$ cat src/rtl/rk_tape_pkg.sv
// Shared types and constants for the RK cassette tape player.
// Holds the framing states, the default framing bytes and the half-bit level rule.
package rk_tape_pkg;

    typedef enum logic [2:0] {
        S_IDLE,
        S_LEADER,
        S_SYNC,
        S_DATA,
        S_STALL,
        S_FINISH
    } state_t;

    localparam logic [7:0] LEADER_BYTE   = 8'h00;
    localparam logic [7:0] DEF_SYNC_BYTE = 8'hE6;

    // Phase encoding: first half is the inverted bit, second half the bit itself
    function automatic logic level(input logic b, input logic half);
        return half ? b : ~b;
    endfunction

endpackage

$ cat src/rtl/rk_tape_bitgen.sv
// Half-bit timer, 16-half sequencer and shift register for one tape byte.
// Drives the tape level register; byte_done marks the end of the 16th half.
module rk_tape_bitgen
    import rk_tape_pkg::*;
#(
    parameter int HALF_BIT = 741
) (
    input  logic       clk_sys,
    input  logic       reset,
    input  logic       ce,
    input  logic       run,
    input  logic       clr,
    input  logic       load,
    input  logic [7:0] ld_byte,
    output logic       byte_done,
    output logic       tape_out
);

    localparam int TW = $clog2(HALF_BIT);
    localparam logic [TW-1:0] T_LAST = TW'(HALF_BIT - 1);

    logic [TW-1:0] r_tmr;
    logic [3:0]    r_half;
    logic [7:0]    r_shift;
    logic          r_tape;
    logic          w_half_end;

    assign w_half_end = run & ce & (r_tmr == T_LAST);
    assign byte_done  = w_half_end & (r_half == 4'd15);
    assign tape_out   = r_tape;

    always_ff @(posedge clk_sys) begin
        if (reset) begin
            r_tmr   <= '0;
            r_half  <= '0;
            r_shift <= '0;
            r_tape  <= 1'b0;
        end else if (clr) begin
            r_tmr   <= '0;
            r_half  <= '0;
            r_shift <= '0;
            r_tape  <= 1'b0;
        end else if (load) begin
            r_tmr   <= '0;
            r_half  <= '0;
            r_shift <= ld_byte;
            r_tape  <= level(ld_byte[7], 1'b0);
        end else if (byte_done) begin
            // No follow-on byte: level is frozen until the next load
            r_tmr  <= '0;
            r_half <= '0;
        end else if (w_half_end) begin
            r_tmr  <= '0;
            r_half <= r_half + 4'd1;
            if (!r_half[0]) begin
                r_tape <= level(r_shift[7], 1'b1);
            end else begin
                r_shift <= {r_shift[6:0], 1'b0};
                r_tape  <= level(r_shift[6], 1'b0);
            end
        end else if (run && ce) begin
            r_tmr <= r_tmr + TW'(1);
        end
    end

endmodule

$ cat src/rtl/rk_tape_player.sv
// RK cassette transmitter: leader, sync byte, then phase-encoded payload.
// Framing FSM and one-entry holding register; bit timing lives in rk_tape_bitgen.
module rk_tape_player
    import rk_tape_pkg::*;
#(
    parameter int         HALF_BIT   = 741,
    parameter int         LEADER_LEN = 256,
    parameter logic [7:0] SYNC_BYTE  = DEF_SYNC_BYTE
) (
    input  logic       clk_sys,
    input  logic       reset,
    input  logic       ce,
    input  logic       start,
    input  logic       abort,
    input  logic [7:0] in_data,
    input  logic       in_valid,
    input  logic       in_last,
    output logic       in_ready,
    output logic       tape_out,
    output logic       busy,
    output logic       done,
    output logic       underrun
);

    localparam int CW = (LEADER_LEN > 1) ? $clog2(LEADER_LEN) : 1;

    state_t        r_state;
    state_t        w_nx;
    logic [CW-1:0] r_cnt;
    logic          r_hold_full;
    logic [7:0]    r_hold_data;
    logic          r_hold_last;
    logic          r_last_acc;
    logic          r_last_sent;
    logic          r_underrun;

    logic       w_load;
    logic       w_clr;
    logic       w_pop;
    logic       w_direct;
    logic       w_stall;
    logic       w_dec;
    logic       w_go;
    logic       w_run;
    logic       w_in_ready;
    logic       w_accept;
    logic       w_byte_done;
    logic [7:0] w_ld_byte;

    assign w_run = (r_state == S_LEADER) | (r_state == S_SYNC)
                 | (r_state == S_DATA);

    assign w_in_ready = ~abort & ~r_hold_full & ~r_last_acc
                      & ((r_state == S_SYNC) | (r_state == S_DATA)
                       | (r_state == S_STALL));

    assign w_accept = in_valid & w_in_ready;
    assign in_ready = w_in_ready;
    assign busy     = w_run | (r_state == S_STALL);
    assign done     = (r_state == S_FINISH);
    assign underrun = r_underrun;

    always_comb begin
        w_nx      = r_state;
        w_load    = 1'b0;
        w_ld_byte = LEADER_BYTE;
        w_clr     = 1'b0;
        w_pop     = 1'b0;
        w_direct  = 1'b0;
        w_stall   = 1'b0;
        w_dec     = 1'b0;
        w_go      = 1'b0;
        if (abort) begin
            w_nx  = S_IDLE;
            w_clr = 1'b1;
        end else begin
            unique case (r_state)
                S_IDLE: begin
                    if (start) begin
                        w_go   = 1'b1;
                        w_load = 1'b1;
                        w_nx   = S_LEADER;
                    end
                end
                S_LEADER: begin
                    if (w_byte_done) begin
                        w_load = 1'b1;
                        if (r_cnt == '0) begin
                            w_ld_byte = SYNC_BYTE;
                            w_nx      = S_SYNC;
                        end else begin
                            w_dec = 1'b1;
                        end
                    end
                end
                S_SYNC, S_DATA: begin
                    if (w_byte_done) begin
                        if (r_hold_full) begin
                            w_pop     = 1'b1;
                            w_load    = 1'b1;
                            w_ld_byte = r_hold_data;
                            w_nx      = S_DATA;
                        end else if (w_accept) begin
                            w_direct  = 1'b1;
                            w_load    = 1'b1;
                            w_ld_byte = in_data;
                            w_nx      = S_DATA;
                        end else if (r_last_sent) begin
                            w_clr = 1'b1;
                            w_nx  = S_FINISH;
                        end else begin
                            w_stall = 1'b1;
                            w_nx    = S_STALL;
                        end
                    end
                end
                S_STALL: begin
                    if (w_accept) begin
                        w_direct  = 1'b1;
                        w_load    = 1'b1;
                        w_ld_byte = in_data;
                        w_nx      = S_DATA;
                    end
                end
                S_FINISH: w_nx = S_IDLE;
                default:  w_nx = S_IDLE;
            endcase
        end
    end

    always_ff @(posedge clk_sys) begin
        if (reset) begin
            r_state <= S_IDLE;
        end else begin
            r_state <= w_nx;
        end
    end

    always_ff @(posedge clk_sys) begin
        if (reset) begin
            r_cnt       <= '0;
            r_hold_full <= 1'b0;
            r_hold_data <= '0;
            r_hold_last <= 1'b0;
            r_last_acc  <= 1'b0;
            r_last_sent <= 1'b0;
            r_underrun  <= 1'b0;
        end else if (abort) begin
            r_hold_full <= 1'b0;
            r_last_acc  <= 1'b0;
            r_last_sent <= 1'b0;
        end else begin
            if (w_go) begin
                r_underrun  <= 1'b0;
                r_cnt       <= CW'(LEADER_LEN - 1);
                r_hold_full <= 1'b0;
                r_last_acc  <= 1'b0;
                r_last_sent <= 1'b0;
            end
            if (w_dec) begin
                r_cnt <= r_cnt - CW'(1);
            end
            if (w_stall) begin
                r_underrun <= 1'b1;
            end
            if (w_pop) begin
                r_hold_full <= 1'b0;
                r_last_sent <= r_hold_last;
            end
            // Accepted bytes either bypass straight to the shifter or park here
            if (w_accept) begin
                r_last_acc <= in_last;
                if (w_direct) begin
                    r_last_sent <= in_last;
                end else begin
                    r_hold_full <= 1'b1;
                    r_hold_data <= in_data;
                    r_hold_last <= in_last;
                end
            end
        end
    end

    rk_tape_bitgen #(
        .HALF_BIT (HALF_BIT)
    ) u_bitgen (
        .clk_sys   (clk_sys),
        .reset     (reset),
        .ce        (ce),
        .run       (w_run),
        .clr       (w_clr),
        .load      (w_load),
        .ld_byte   (w_ld_byte),
        .byte_done (w_byte_done),
        .tape_out  (tape_out)
    );

endmodule
$ cat config.mk
export PLATFORM = sky130hd
export DESIGN_NAME = rk_tape_player
export DESIGN_NICKNAME = d
export VERILOG_FILES = /design/src/rtl/rk_tape_pkg.sv /design/src/rtl/rk_tape_bitgen.sv /design/src/rtl/rk_tape_player.sv
export SDC_FILE = /design/constraint.sdc
export NUM_CORES = 1
export LEC_CHECK = 0
export BUFFER_PORTS_ARGS = -buffer_cell sky130_fd_sc_hd__buf_2
export CAP_MARGIN = 20
export CORE_MARGIN = 2
export CORE_UTILIZATION = 54
export DETAILED_ROUTE_END_ITERATION = 6
export GPL_ROUTABILITY_DRIVEN = 0
export PLACE_DENSITY = 0.78
export SLEW_MARGIN = 20
export SYNTH_ARGS = -nofsm -noshare
export SYNTH_HDL_FRONTEND = slang
export SYNTH_HIERARCHICAL = 1
export SYNTH_SLANG_ARGS = --single-unit
$ cat constraint.sdc
create_clock -name clk_sys -period 2.63 [get_ports clk_sys]
set_clock_uncertainty 0.1 [all_clocks]
set_input_delay 0.263 -clock clk_sys [delete_from_list [all_inputs] [get_ports clk_sys]]
set_output_delay 0.263 -clock clk_sys [all_outputs]
set_load 0.02 [all_outputs]
Yosys cells after proc, flatten, opt, wreduce, memory -nomap -nowiden. Index checks and enable logic that the tools add are counted.

Equality and inequality tests: 13. Reductions and logical operators: 19. Muxes and demuxes: 70. Bitwise operators: 18. $add $sub $neg: 3.

Operators by type and width (number): 8-bit two-way mux (12); 1-bit two-way mux (47); 8-bit case mux with 3 select lines (1); 3-bit two-way mux (7); 3-bit case mux with 4 select lines (1); 10-bit by 1-bit adder with 10-bit output (second input constant) (1); 10-bit == test (second input constant) (1); 2-bit nonzero test (5); 8-bit logical NOT (1); 2-bit by 1-bit != test with 1-bit output (second input constant) (4); 8-bit by 1-bit subtractor with 8-bit output (second input constant) (1); 1-bit bitwise AND (7); 3-bit by 2-bit == test with 1-bit output (second input constant) (2); 3-bit == test (second input constant) (2); 1-bit NOT (6); 2-bit AND reduction (3); 3-bit AND reduction (2); 2-bit OR reduction (3); 1-bit OR (5); 5-bit AND reduction (1); 5-bit OR reduction (1); 4-bit by 1-bit adder with 4-bit output (second input constant) (1); 4-bit == test (second input constant) (1); 2-bit != test (second input constant) (2); other kinds (6) (6).

Word-level logic and storage cells: 135. Flip-flop bits (word level): 47. Output and inout port bits: 5.

Depth between registers and ports, before layout. Gate-level depths: netlist of run 1.

Depth in word-level cells: 12. Depth in mapped cells: 13. Depth with buffers taken out: 12.

Hierarchy. The synthesis of run 1 kept the hierarchy.

Modules (own cells, without submodules): rk_tape_player (cells each 189, seq. area each 480.5 um^2, area an instance 1554.0 um^2, times used 1); rk_tape_bitgen (cells each 136, seq. area each 460.4 um^2, area an instance 1164.9 um^2, times used 1).

Worst setup path before layout of run 1. Ideal clock, no wire load.

Path kind: register to register. Start: register r_state[2]. End: register u_bitgen.r_tape, in the netlist u_bitgen/tape_out. Arrival time: 2666 ps. Setup slack: -257 ps. Period minus slack after synthesis: 2887 ps. Setup time: 122 ps. Cell stages (with the launch flop): 13. Path buffers: 1. Path through: dfxtp_1 clkbuf_1 o21ba_2 and3_1 nand3_2 nor2_1 nand3b_1 a21oi_4 nand2_1 a31oi_1 inv_1 a2111o_1 o311a_1.

Elaborated cells on any way between the ends: 38.

RTL lines: start, declared (line rk_tape_player.sv:27) `state_t r_state;`; start signal, assigned (line rk_tape_player.sv:135) `r_state <= w_nx;`; 3-bit by 1-bit == test with 1-bit output / 3-bit by 2-bit == test with 1-bit output (equally long branches) (line rk_tape_player.sv:50) `assign w_run = (r_state == S_LEADER) | (r_state == S_SYNC)`; 1-bit OR (line rk_tape_player.sv:50); 1-bit OR (*) (line rk_tape_player.sv:51) `| (r_state == S_DATA);`; via w_run (line rk_tape_player.sv:44) `logic w_run;`; 1-bit bitwise AND (*) (2 in a row) (line rk_tape_bitgen.sv:28) `assign w_half_end = run & ce & (r_tmr == T_LAST);`; 1-bit bitwise AND (*) (line rk_tape_bitgen.sv:29) `assign byte_done = w_half_end & (r_half == 4'd15);`; via w_byte_done (line rk_tape_player.sv:47) `logic w_byte_done;`; 8-bit two-way mux, on equally long branches (line rk_tape_player.sv:97, rk_tape_player.sv:86); 8-bit case mux with 3 select lines (*) (line rk_tape_player.sv:77) `unique case (r_state)`; 8-bit two-way mux (*) (line rk_tape_player.sv:73) `if (abort) begin`; via w_ld_byte[7] (line rk_tape_player.sv:48) `logic [7:0] w_ld_byte;`; 1-bit NOT (*) (line rk_tape_pkg.sv:19) `return half ? b : ~b;`; 1-bit two-way mux (*) (line rk_tape_bitgen.sv:43) `end else if (load) begin`; end signal, assigned (line rk_tape_bitgen.sv:47) `r_tape <= level(ld_byte[7], 1'b0);`; end signal, assigned (line rk_tape_bitgen.sv:56) `r_tape <= level(r_shift[7], 1'b1);`; end signal, assigned (line rk_tape_bitgen.sv:59) `r_tape <= level(r_shift[6], 1'b0);`; end, declared (line rk_tape_bitgen.sv:25) `logic r_tape;`.

The timed path passes the listed nets; every way through them passes the cells marked *. A chain may end at the register's enable or synchronous reset.

Final worst setup path of run 1.
Start: register u_bitgen.r_tmr[0]. End: register u_bitgen.r_shift[5].

Elaborated cells on any way between the ends: 20.

RTL lines: start, declared (line rk_tape_bitgen.sv:22) `logic [TW-1:0] r_tmr;`; start signal, assigned (line rk_tape_bitgen.sv:62) `r_tmr <= r_tmr + TW'(1);`; 10-bit == test (*) (line rk_tape_bitgen.sv:28); 1-bit bitwise AND (*) (line rk_tape_bitgen.sv:28); 1-bit bitwise AND (*) (line rk_tape_bitgen.sv:29); via w_byte_done (line rk_tape_player.sv:47); 8-bit two-way mux, on equally long branches (line rk_tape_player.sv:97, rk_tape_player.sv:86); 8-bit case mux with 3 select lines (*) (line rk_tape_player.sv:77); 8-bit two-way mux (*) (line rk_tape_player.sv:73); via w_ld_byte[5] (line rk_tape_player.sv:48); 8-bit two-way mux (*) (line rk_tape_bitgen.sv:43); end signal, assigned (line rk_tape_bitgen.sv:46) `r_shift <= ld_byte;`; end signal, assigned (line rk_tape_bitgen.sv:58) `r_shift <= {r_shift[6:0], 1'b0};`; end, declared (line rk_tape_bitgen.sv:24) `logic [7:0] r_shift;`.

Marked as above.

==> metrics.md, run 1 <==
| Metric | Value |
|---|---|
| Placed Cells | `410` |
| Psw | `359 uW` |
| Critical path type | `register to register` |
| WP depth | `12` |
| Syn nets | `345` |
| Crit path largest cell delay | `0.34 ns` |
| Top-Level Pins | `20` |
| Initial antenna violation count | `0` |
| First-pass GRT wire length | `10200 um` |
| Total global routing overflow | `0` |
| Clock Power Share | `0.321` |
| Slowest CP cell | `dfxtp_1` |
| Minimum clock period | `2.53 ns` |
| Die Width | `75.0 um` |
| Share of cells above drive strength 1 | `0.207` |
| Int Pwr | `988 uW` |
| CP dominant cell by count | `buf_4` |
| Crit. End Element | `register` |
| TritonCTS Buffers | `5` |
| Yosys top cell area share | `0.346` |
| Clock tree buffer depth | `2` |
| Mapped Cells | `325` |
| 1st-pass router iterations | `4` |
| Fraction of registers with async set/reset | `0` |
| Largest net degree at the start of global routing | `31` |
| Synthesized cell area | `0.00272 mm2` |
| Worst-skew pair later-pin latency | `0.30 ns` |
| Vias in the first global route | `2245` |
| Final WS setup | `0.0969 ns` |
| Crit path buffers/inverters | `3` |
| Net Sw Frac | `0.267` |
| Detailed Route WL | `5890 um` |
| Num rows | `25` |
| Routed Antenna Nets | `0` |
| Synth warnings | `6` |
| Synth Register Bits | `47` |
| IO Port Bufs | `19` |
| Chip height | `75.0 um` |
| Detailed-route vias per instance | `5.73` |
| Top cells by area, synth | `dfxtp_1 (35%), nand2b_1 (4.6%), nor2_1 (4.3%), mux2i_1 (4.0%), nand2_1 (3.3%)` |
| RSZ-0062 raised after global routing | `yes` |
| Starting Density | `0.568` |
| Hold Path Class | `input pin to register` |
| Synthesized area per cell | `8.37 um2` |
| GRT Overall Usage | `0.234` |
| Sequential power share | `0.550` |
| Post-DP Area | `0.00296 mm2` |
| CP Launch Type | `register` |
| Power share of the combinational group | `0.128` |
| Setup TNS Final | `0 ns` |
| Actual slew at the worst max-slew pin | `0.590 ns` |
| Cells on worst reg2reg path | `12` |
| Hold Vio Cnt, Final | `0` |
| Avg WL per Cell | `14.0 um` |
| Hold path depth | `3` |
| Ant. Diodes | `0` |
| Max-cap viol count | `0` |
| Peak supply drop | `349 uV` |
| Pre-CTS WS | `-0.0305 ns` |
| Post-synth top area cell | `dfxtp_1` |
| Synth unique cells | `61` |
| Htree depth | `2` |
| WHS | `0.132 ns` |
| Crit path max fanout | `6` |
| Highest clock rate | `395 MHz` |
| Max Transition Viols Final | `0` |
| P&R area growth vs syn | `14.0%` |
| Clk slew on worst S/H paths | `0.09 ns` |
| DR iter-0 viols | `113` |
| Primary FF master, synth | `dfxtp_1` |
| Slew headroom | `0.606` |
| Worst path required time | `2.74 ns` |
| CP Cell Sequence | `inv_1, ha_1, and4_4, nand3_4, nor2_4, nand3b_1, buf_4, buf_4, or2_2, a31oi_1, nor2b_1, nor4_1` |
| Post-route cell area | `0.00310 mm2` |
| Final std cells w/o fill | `420` |
| Post-synthesis sequential area ratio | `0.346` |
| Status | `finished, final reports clean` |
| DP Wirelength | `4210 um` |
| Post-route clock period utilization | `0.963` |
| # setup viols final | `0` |
| Sink Count | `47` |
| CTS tree | `yes` |
| Die outline area | `0.00562 mm2` |
| DR vias | `2407` |
| Crit path DAT | `2.64 ns` |
| Delay-heaviest family, CP | `simple AND/OR/NAND/NOR gates` |
| Nets | `372` |
| Leak | `1.04 nW` |
| Core area | `0.00479 mm2` |
| Hold-fix buffers, CTS | `0` |
| P per Cell Area | `435 mW/mm2` |
| Residual DRC | `0` |
| EDFF count, synth | `0` |
| Clock root buffer | `clkbuf_8` |
## cell usage after synthesis (3+ instances only)
cell type,n
or2_2,5
nor3b_1,8
o21ai_0,3
nand2b_1,20
nand4_1,3
a211oi_1,4
nand3_1,9
and3_1,7
ha_1,5
nor4_1,8
nand2_1,24
or3_1,7
nor2_1,31
dfxtp_1,47
mux2i_1,11
nor2b_1,9
buf_2,4
clkbuf_1,7
inv_1,9
xor2_1,3
a31oi_1,8
nor3_1,16
a21oi_1,14
xnor2_1,8
a22oi_1,7
or3b_2,3
## through the flow
| stage | util | total power, mW |
|---|---|---|
| 6_report | 0.648 | 1.35 |
| 5_1_grt | 0.648 | 1.41 |
| 4_1_cts | 0.638 | 1.35 |
| 3_5_place_dp | 0.619 | 0.924 |
| 3_3_place_gp | 0.619 | 0.919 |
| 2_1_floorplan | - | 0.875 |
## flip-flops by register name (all words and copies together), names as in the netlist
signal and cells:
u_bitgen/r_tmr 10, r_cnt 8, r_hold_data 8, u_bitgen/r_shift 8, u_bitgen/r_half 4, r_state 3
r_hold_full 1, r_hold_last 1, r_last_acc 1, r_last_sent 1, u_bitgen/tape_out 1, underrun 1
## final timing paths
kind                              startpoint                                to  slack (ns)
max           u_bitgen/r_tmr[0]$_SDFFE_PP0P_  u_bitgen/r_shift[5]$_SDFFE_PP0P_         0.1
min                               in_data[0]       r_hold_data[0]$_SDFFE_PP0P_        0.13
max reg2reg   u_bitgen/r_tmr[0]$_SDFFE_PP0P_  u_bitgen/r_shift[5]$_SDFFE_PP0P_         0.1
min reg2reg  u_bitgen/r_half[1]$_SDFFE_PP0P_   u_bitgen/r_half[1]$_SDFFE_PP0P_        0.38
## kinds of logic (layout without fill, tap and decap cells)
group	count (synthesis)	in the layout	share of synthesized area
AO/OA/AOI/OAI	57	57	0.151
XOR/XNOR	11	11	0.0354
adder cells (fa/ha/maj)	5	5	0.0230
buffers and inverters	26	54	0.0460
flip-flops	47	47	0.346
multiplexers	11	11	0.0405
AND/OR/NAND/NOR	168	168	0.358
## power by group through the flow
stage / clock (mW) / combinational, mW / sequential [mW]
final: 0.433 / 0.173 / 0.742
after global routing: 0.469 / 0.193 / 0.744
after CTS: 0.443 / 0.167 / 0.741
after detailed placement: 0 / 0.166 / 0.758
after global placement: 0 / 0.162 / 0.757
after floorplan: 0 / 0.120 / 0.755
## placed cells by master, fill, tap and decap left out, types with 2 or more instances in the layout
cell type   n
clkbuf_8    5
nand2_1    24
nor2_1     30
or3b_2      3
nor4b_1     2
o21a_1      2
and2_1      2
mux2i_1    11
xnor2_1     8
nand2b_1   19
xor2_1      3
dfxtp_1    47
nor3_1     16
o2bb2ai_1   2
buf_4      17
a22oi_1     7
buf_2      19
nor2b_1     8
a311oi_1    2
a21oi_1    13
a31oi_1     7
and3_1      6
inv_1       9
a211oi_1    4
nand3b_1    2
or4b_2      2
or2_2       5
o21ai_0     3
nor4_1      7
nand3_1     9
nor3b_1     8
nand4_1     3
ha_1        5
or3_1       7
nor4_2      2
## what timing repair did
item | in CTS | in global routing
setup endpoints to repair | 11 | 26
buffers inserted | 1 | 1
pin swaps | 1 | 2
gates resized for setup | 1 | 9
## final cells by class
cell class                 count  area [um2]
clock inverter                 2        12.5
sequential                    47         941
multi-input combinational    252        1720
fill                         419        1690
timing repair buffer          37         234
tap                           67        83.8
inverter                       9        33.8
clock buffer                   6        72.6
## routing by layer
layer | wire (um) | share of wire | track usage
met2 | 2750 | 0.47 | 0.376
met5 | 0 | 0 | 0
met3 | 235 | 0.040 | 0.0482
met1 | 2870 | 0.49 | 0.323
met4 | 40 | 0.0068 | 0.0595
## worst reg2reg max path: stages, from the launching register on
cell and delay [ns]:
dfxtp_1 0.34, inv_1 0.09, ha_1 0.15, and4_4 0.26, nand3_4 0.08, nor2_4 0.15
nand3b_1 0.22, buf_4 0.21, buf_4 0.12, or2_2 0.29, a31oi_1 0.20, nor2b_1 0.08
nor4_1 0.16
Note: power is estimated with default switching activity, not from simulation.
==> run 2: changes to the inputs <==
PLACE_DENSITY = default   (was 0.78)
PLACE_DENSITY_LB_ADDON = 0.1   (was default)
==> run 2 against run 1 <==
Net effect: first-iteration DRC count down 18%; fmax rose by 1.8%; sequential share of layout area decreased by 0.36 points; hold slack got worse by 0.0013 ns; die area unchanged; sequential power about the same; register-to-register slack improved by 0.07 ns; largest cell class unchanged.
==> metrics.md, run 2 (synthesized netlist as in run 1, its figures left out) <==
| Metric | Value |
|---|---|
| Setup TNS Final | `0 ns (unchanged)` |
| Htree depth | `2 (unchanged)` |
| Total global routing overflow | `0 (unchanged)` |
| Detailed-route vias per instance | `5.69 (-0.67%)` |
| DP Wirelength | `4230 um (+0.54%)` |
| Psw | `350 uW (-2.7%)` |
| Hold Path Sink | `r_hold_data[1]$_SDFFE_PP0P_` |
| Net Sw Frac | `0.228 (-0.0385)` |
| Num rows | `25 (unchanged)` |
| Clock root buffer | `clkbuf_8` |
| CTS tree | `yes` |
| Detailed Route WL | `5830 um (-0.95%)` |
| WHS | `0.131 ns (-0.00134 ns)` |
| IO Port Bufs | `19 (unchanged)` |
| Worst path required time | `2.27 ns (-0.47 ns)` |
| Core area | `0.00479 mm2 (unchanged)` |
| Post-route cell area | `0.00315 mm2 (+1.6%)` |
| Post-DP Area | `0.00298 mm2 (+0.51%)` |
| Clock Power Share | `0.404 (+0.083)` |
| Share of cells above drive strength 1 | `0.216 (+0.00949)` |
| DR iter-0 viols | `93 (-18%)` |
| P per Cell Area | `487 mW/mm2 (+12%)` |
| Power share of the combinational group | `0.112 (-0.016)` |
| Crit. End Element | `output pin` |
| Actual slew at the worst max-slew pin | `0.595 ns (+0.00518 ns)` |
| GRT Overall Usage | `0.226 (-0.00838)` |
| Die outline area | `0.00562 mm2 (unchanged)` |
| Minimum clock period | `2.49 ns (-0.0454 ns)` |
| Worst hold path startpoint | `in_data[1]` |
| Worst-skew pair later-pin latency | `0.29 ns (about the same)` |
| Chip height | `75.0 um (unchanged)` |
| First-pass GRT wire length | `9890 um (-2.9%)` |
| Nets | `375 (+0.81%)` |
| Residual DRC | `0 (unchanged)` |
| CP Launch Type | `register` |
| Largest net degree at the start of global routing | `31 (unchanged)` |
| Hold Vio Cnt, Final | `0 (unchanged)` |
| Largest Register | `u_bitgen/r_tmr` |
| Final std cells w/o fill | `423 (+0.71%)` |
| Leak | `1.07 nW (+3.0%)` |
| Sink Count | `47 (unchanged)` |
| # setup viols final | `0 (unchanged)` |
| Initial antenna violation count | `0 (unchanged)` |
| RR Startpoint | `r_state[2]$_SDFFE_PP0P_` |
| Die Width | `75.0 um (unchanged)` |
| P&R area growth vs syn | `15.8%` |
| Crit path DAT | `2.12 ns (-0.52 ns)` |
| Peak supply drop | `425 uV (+22%)` |
| Max reg flops | `10 (unchanged)` |
| Hold Path Class | `input pin to register` |
| Ant. Diodes | `0 (unchanged)` |
| Pre-CTS WS | `0.00814 ns (+0.0387 ns)` |
| Clk slew on worst S/H paths | `0.08 ns (about the same)` |
| Most common cell after layout, fill and taps aside | `dfxtp_1` |
| Max Transition Viols Final | `0 (unchanged)` |
| Most frequent cells in the layout | `dfxtp_1 (44), nor2_1 (30), nand2_1 (24)` |
| Vias in the first global route | `2142 (-4.6%)` |
| Clock tree buffer depth | `2 (unchanged)` |
| Critical path type | `register to output pin` |
| Cells on worst reg2reg path | `8 (-4)` |
| Slew headroom | `0.603 (-0.00345)` |
| TritonCTS Buffers | `5 (unchanged)` |
| Post-route clock period utilization | `0.946 (-0.0173)` |
| Int Pwr | `1.18 mW (+20%)` |
| Crit path max fanout | `12 (+6)` |
| Reg-to-reg endpoint | `u_bitgen/r_shift[1]$_SDFFE_PP0P_` |
| Setup slack, reg-to-reg | `0.17 ns (+0.07 ns)` |
| Avg WL per Cell | `13.8 um (-1.7%)` |
| Placed Cells | `412 (+0.49%)` |
| Top-Level Pins | `20 (unchanged)` |
| Starting Density | `0.568 (unchanged)` |
| 1st-pass router iterations | `4 (unchanged)` |
| Final Total Pwr | `1.53 mW (+14%)` |
| Final WS setup | `0.142 ns (+0.0454 ns)` |
| Post-layout util | `0.658 (+0.0105)` |
| Routed Antenna Nets | `0 (unchanged)` |
| Max-cap viol count | `0 (unchanged)` |
| Sequential power share | `0.484 (-0.066)` |
| RSZ-0062 raised after global routing | `no` |
| Hold-fix buffers, CTS | `0 (unchanged)` |
| Highest clock rate | `402 MHz (+1.8%)` |
| Hold path depth | `3 (unchanged)` |
| Status | `finished, final reports clean` |
| DR vias | `2408 (+0.042%)` |
[run 2: cell types whose count changed in the layout (fill, tap and decap cells not counted), sizes merged]
cell	previous run	this run
clkinv	1	0
clkinvlp	1	0
buf	37	40
bufinv	0	2
[run 2: worst max path at each step]
stage,startpoint,to,slack [ns]
detailed placement,u_bitgen/r_tmr[0]$_SDFFE_PP0P_,u_bitgen/tape_out$_SDFFE_PP0P_,0.008
floorplan,r_state[2]$_SDFFE_PP0P_,u_bitgen/tape_out$_SDFFE_PP0P_,0.02
global placement,u_bitgen/r_tmr[0]$_SDFFE_PP0P_,u_bitgen/tape_out$_SDFFE_PP0P_,0.13
global route,u_bitgen/r_tmr[0]$_SDFFE_PP0P_,u_bitgen/tape_out$_SDFFE_PP0P_,0.0002
CTS,u_bitgen/r_tmr[0]$_SDFFE_PP0P_,u_bitgen/tape_out$_SDFFE_PP0P_,0.04
finish,r_state[2]$_SDFFE_PP0P_,in_ready,0.14
[run 2: layout make-up]
| cell class | count | area [um2] |
|---|---|---|
| clock buffers | 6 | 72.6 |
| clock inverters | 2 | 60.1 |
| fillers | 419 | 1640 |
| inverters | 9 | 33.8 |
| multi-input cells | 252 | 1700 |
| flip-flops and latches | 47 | 945 |
| well taps | 67 | 83.8 |
| repair buffers | 40 | 253 |
[run 2: timing repair]
item | in CTS | in global routing
pin swaps | 1 | 5
setup buffers | 1 | 2
endpoints found under the setup margin | 1 | 20
gates resized for setup | 0 | 10
[run 2: power by group through the flow]
stage | Sequential, mW | Clock (mW) | Combinational [mW]
after detailed placement | 0.758 | 0 | 0.169
after CTS | 0.742 | 0.633 | 0.171
after global placement | 0.758 | 0 | 0.168
after global routing | 0.744 | 0.659 | 0.192
after floorplan | 0.755 | 0 | 0.120
final | 0.742 | 0.619 | 0.171
[run 2: worst max-delay path, stage by stage (launching register included)]
cell and delay (ns):
dfxtp_1 0.33, buf_4 0.18, or3b_2 0.57, a2111oi_0 0.50, buf_2 0.25
[run 2: per-layer routing]
metal / GRT usage / wire length, um / up-vias
met4: 0.0595 / 40 / 0
li1: - / - / 1240
met2: 0.346 / 2570 / 35
met1: 0.327 / 3020 / 1128
met3: 0.0415 / 196 / 5
met5: 0 / 0 / -
